--- src/rtl/clkdiv_multi.sv ---
// rtl/clkdiv_multi.sv - multi-channel clock divider / clock-enable generator
// Optional phase-align input I_SYNC is built only with CLKDIV_SYNC_START_EN defined.
module clkdiv_multi #(
   parameter int NCH     = 2,
   parameter int CNT_W   = 24,
   parameter int DEF_DIV = 4
) (
   input  logic               I_CLK,
   input  logic               rst_n,
`ifdef CLKDIV_SYNC_START_EN
   input  logic               I_SYNC,
`endif
   input  logic [NCH-1:0]       I_EN,
   input  logic [NCH*CNT_W-1:0] I_DIV,
   input  logic [NCH-1:0]       I_LOAD,
   output logic [NCH-1:0]       O_CLK,
   output logic [NCH-1:0]       O_TICK,
   output logic [NCH-1:0]       O_PEND
);

   localparam logic [CNT_W-1:0] DEF_DIV_W = CNT_W'(DEF_DIV);
   localparam logic [CNT_W-1:0] ONE_W     = CNT_W'(1);

   logic w_sync;
`ifdef CLKDIV_SYNC_START_EN
   assign w_sync = I_SYNC;
`else
   assign w_sync = 1'b0;
`endif

   genvar g;
   generate
      for (g = 0; g < NCH; g++) begin : g_ch
         logic [CNT_W-1:0] r_cnt;
         logic [CNT_W-1:0] r_act;
         logic [CNT_W-1:0] r_sh;
         logic             r_pend;
         logic             r_clk;
         logic             r_tick;

         logic [CNT_W-1:0] w_div;
         logic [CNT_W-1:0] w_last;
         logic             w_tog;
         logic             w_bnd;

         assign w_div  = I_DIV[g*CNT_W +: CNT_W];
         // A divisor of 0 counts like 1, so the last count is 0 in both cases.
         assign w_last = (r_act == '0) ? '0 : (r_act - ONE_W);
         assign w_tog  = (r_cnt == w_last);
         assign w_bnd  = w_tog & r_clk;

         always_ff @(posedge I_CLK) begin
            if (!rst_n) begin
               r_cnt  <= '0;
               r_act  <= DEF_DIV_W;
               r_sh   <= '0;
               r_pend <= 1'b0;
               r_clk  <= 1'b0;
               r_tick <= 1'b0;
            end else if (w_sync || !I_EN[g]) begin
               // Parked (or phase-aligned): hold low, adopt any divisor immediately.
               r_cnt  <= '0;
               r_clk  <= 1'b0;
               r_tick <= 1'b0;
               if (I_LOAD[g]) begin
                  r_act  <= w_div;
                  r_pend <= 1'b0;
               end else if (r_pend) begin
                  r_act  <= r_sh;
                  r_pend <= 1'b0;
               end
            end else begin
               if (w_tog) begin
                  r_cnt  <= '0;
                  r_clk  <= ~r_clk;
                  r_tick <= ~r_clk;
               end else begin
                  r_cnt  <= r_cnt + ONE_W;
                  r_tick <= 1'b0;
               end
               // Reload only at the falling toggle so high and low phases always match.
               if (I_LOAD[g]) begin
                  if (w_bnd) begin
                     r_act  <= w_div;
                     r_pend <= 1'b0;
                  end else begin
                     r_sh   <= w_div;
                     r_pend <= 1'b1;
                  end
               end else if (w_bnd && r_pend) begin
                  r_act  <= r_sh;
                  r_pend <= 1'b0;
               end
            end
         end

         assign O_CLK[g]  = r_clk;
         assign O_TICK[g] = r_tick;
         assign O_PEND[g] = r_pend;
      end
   endgenerate

endmodule

--- config.mk ---
export PLATFORM = sky130hd
export DESIGN_NAME = clkdiv_multi
export DESIGN_NICKNAME = d
export VERILOG_FILES = /design/src/rtl/clkdiv_multi.sv
export SDC_FILE = /design/constraint.sdc
export NUM_CORES = 1
export LEC_CHECK = 0
export CORE_AREA = 2 2 157 159
export DETAILED_ROUTE_END_ITERATION = 8
export DIE_AREA = 0 0 159 161
export SETUP_SLACK_MARGIN = 0.3
export SLEW_MARGIN = 15
export SYNTH_ARGS = -nofsm -noshare
export SYNTH_HDL_FRONTEND = slang
export SYNTH_SLANG_ARGS = --single-unit
--- constraint.sdc ---
create_clock -name I_CLK -period 4.8 [get_ports I_CLK]
set_clock_uncertainty 0.1 [all_clocks]
set_input_delay 1.44 -clock I_CLK [delete_from_list [all_inputs] [get_ports I_CLK]]
set_output_delay 1.44 -clock I_CLK [all_outputs]
set_load 0.005 [all_outputs]
==> impl_metrics.toml, run 1 <==
[status]
status = "completed"

[timing]
slew_viol_final = 0
hold_viol = 0
max_slew_margin = 0.4346
timing.fmax_mhz = 240.0
setup_violations = 0
timing.final.crit_share = 0.8682
whs_ns = 0.3542
finalCriticalPeriod_ns = 4.167
finalSetupTns_ns = 0
rsz0062_at_grt = "no"
worst_pin_slew_ns = 0.8482

[power_and_ir_drop]
pwr_density_cell_nw_per_um2 = 302.6
ir_worst_vdd_v = 0.0002416
power.leakage_nw = 3.903

[route]
via_per_inst = 5.584
wirelength_um = 25180
drtIter0Drc = 814
drt_first_pass_iters = 5
wl_per_cell_um = 16.59
ant_nets = 0
via_count = 8476
drc_errors = 0

[worst_hold_path]
hold_class = "reg2reg"
worstHoldStart = "g_ch[1].r_sh[7]"
min_path_cells = 2

[cells_and_area]
drive_gt1_frac = 0.09715
final_util = 0.4556
multi_input_area_sq_um = 6007
final.fill_count = 2407
fin_nets = 1240
antenna_cells = 0
area_growth_pct = 15.33
seqCellArea_sq_um = 3003

[synth]
syn_nets = 1221
async_flop_share = 0
ys.flop_type = "dfxtp_1"
synth_warnings = 0
seq_area_frac_synth = 0.3173
synth_area_sq_um = 9465
yosysUniqueCellTypes = 75
syn_inst = 1163
synth_edf_count = 0
synth_seq_cells = 150
avgSynthCellArea_sq_um = 8.139

[clock_network]
clk_latency_ns = 0.43
clk_pin_slew_worst_paths_ns = 0.07
clock_tree.root_cell = "clkbuf_16"
htree_levels = 4
numCtsBuffers = 17
cts_setup_buffers = 0
cts_max_path_buffers = 2
cts_sinks = 150
cts_tree = "built"

[global_routing]
grt_start_max_net_pins = 95
grt_pass1_wl_um = 41670
grt_pass1_vias = 7848
grt.overflow.total = 0
antenna_found_initial = 0
grt_use_total = 0.1985

[setup_path]
r2r-start = "g_ch[0].r_act[0]"
crit_path_start = "g_ch[0].r_act[0]"
timing.critical_path.from_type = "register"
ff2ff_path_depth = 12
critical_path_required_ns = 4.98
cp_data_arrival_time_ns = 4.35
worstPathMaxFanout = 8
end_kind = "register"
crit_type = "reg2reg"

[floorplan]
die_y_um = 161
rows = 57
fp.dieW_um = 159
ioPinCount = 60
start_util = 0.3950
core_sq_um = 23960
fp.dieArea_sq_um = 25600

[place]
hpwl_um = 18110
finalWeightedCongestion = 0.9274
io_buffer_count = 59

[flow_run]
max_cap_viol_count = 0
==> per-stage QoR <==
step	area [sq um]	power, mW	setup WS, ns	std cells
4_1_cts	10890	3.319	0.3664	1518
5_1_grt	10920	3.445	0.3545	1518
2_1_floorplan	9465	1.786	0.9463	1163
3_3_place_gp	10300	1.965	0.4680	1487
3_5_place_dp	10300	1.967	0.3713	1487
6_report	10920	3.304	0.6328	1518
==> report_power, final <==
group / total (mW) / switching [mW] / internal, mW
registers: 1.35 / 0.0590 / 1.29
clock network: 1.35 / 0.613 / 0.738
logic: 0.601 / 0.336 / 0.265
==> layer usage <==
layer,global-route usage,share of wire
met1,0.3041,0.53
met2,0.2798,0.40
met3,0.02568,0.048
met4,0.07686,0.022
met5,0,0
==> area by class of cell <==
type | instances | share of cell area
clock inverter | 14 | 0.01467
sequential | 150 | 0.2751
multi-input combinational | 902 | 0.5503
clock buffer | 17 | 0.03897
tap | 324 | 0.03713
timing repair buffer | 91 | 0.07702
inverter | 20 | 0.006877
==> flip-flops by register name, indices dropped and copies added, names as in the netlist <==
register	flops
g_ch.r_act	48
g_ch.r_clk	2
g_ch.r_cnt	48
g_ch.r_pend	2
g_ch.r_sh	48
g_ch.r_tick	2
==> kinds of logic (layout without fill, tap and decap cells) <==
logic type | count (synthesis) | in the layout | share of synthesized area
xor+xnor | 91 | 91 | 0.09002
fa+ha+maj | 4 | 4 | 0.005288
flops | 150 | 150 | 0.3173
compound gates | 167 | 167 | 0.1298
simple gates | 519 | 519 | 0.2753
buf+inv | 111 | 142 | 0.05089
mux | 121 | 121 | 0.1314
==> final timing paths <==
path / slack [ns] / end
max reg2reg: 0.63 / g_ch[0].r_act[19]
max: 0.63 / g_ch[0].r_act[19]
min: 0.35 / g_ch[1].r_sh[7]
min reg2reg: 0.35 / g_ch[1].r_sh[7]
==> placed cells by master, fill, tap and decap left out, types with 6 or more instances in the layout <==
| cell | count |
|---|---|
| xor2_1 | 41 |
| a31oi_1 | 7 |
| clkbuf_16 | 17 |
| nand4b_1 | 7 |
| o31ai_1 | 7 |
| mux2i_1 | 95 |
| xnor2_1 | 46 |
| mux2_2 | 26 |
| a2111oi_0 | 6 |
| inv_1 | 20 |
| or4_1 | 11 |
| and3_1 | 8 |
| nor3_1 | 32 |
| or3_1 | 13 |
| and4_1 | 6 |
| buf_4 | 32 |
| nor2_1 | 99 |
| o21ai_0 | 19 |
| clkdlybuf4s50_1 | 58 |
| dfxtp_1 | 150 |
| and2_1 | 6 |
| nand4_1 | 27 |
| nand2b_1 | 11 |
| nor4_1 | 26 |
| a211oi_1 | 15 |
| nand3_1 | 32 |
| nor3b_1 | 7 |
| a21oi_1 | 39 |
| nand2_1 | 183 |
| a311oi_1 | 17 |
| nor4b_1 | 6 |
| nor2b_1 | 17 |
==> cell usage after synthesis, drive strengths merged, types with 4 or more instances <==
cell,count,area (sq um)
a2111oi,10,87.58
a211oi,15,112.6
a21oi,39,195.2
a311oi,17,148.9
a31oi,7,43.79
a32oi,4,35.03
and2,7,46.30
and3,8,50.05
and4,6,52.55
buf,24,155.2
clkbuf,67,251.5
dfxtp,150,3003
ha,4,50.05
inv,20,75.07
mux2,26,292.8
mux2i,95,950.9
nand2,183,686.9
nand2b,11,68.82
nand3,32,160.2
nand3b,4,30.03
nand4,27,168.9
nand4b,7,61.31
nor2,100,375.4
nor2b,17,106.4
nor3,33,170.2
nor3b,7,52.55
nor4,29,200.2
nor4b,6,52.55
o2111ai,4,35.03
o21ai,19,95.09
o31ai,7,52.55
o32ai,4,42.55
o41ai,4,53.81
or2,5,31.28
or3,13,81.33
or4,15,123.9
xnor2,46,402.9
xnor3,4,90.09
xor2,41,359.1
==> critical path, cell delays in order (launching register included) <==
cell	delay (ns)
dfxtp_1	0.36
inv_1	0.15
ha_1	0.27
or4b_2	0.64
nor4_2	0.20
buf_4	0.21
nand3_1	0.10
xnor2_1	0.13
a221oi_1	0.45
nand4_1	0.27
o41a_1	0.61
a2111oi_0	0.44
a211oi_1	0.09
==> what timing repair did <==
| action | CTS | global route |
|---|---|---|
| setup endpoints to repair | 0 | 62 |
| resized for setup | 0 | 9 |
| hold buffers | 0 | 0 |
No activity file was read; power rests on OpenSTA's default activity.
==> run 2, diff against run 1 <==
Settings changed: CTS_BUF_LIST set to sky130_fd_sc_hd__clkbuf_16, CTS_CLUSTER_SIZE set to 20, TNS_END_PERCENT set to 10.
==> results of run 2 <==
Final layout, timing and power as in run 1 (identical DEF).
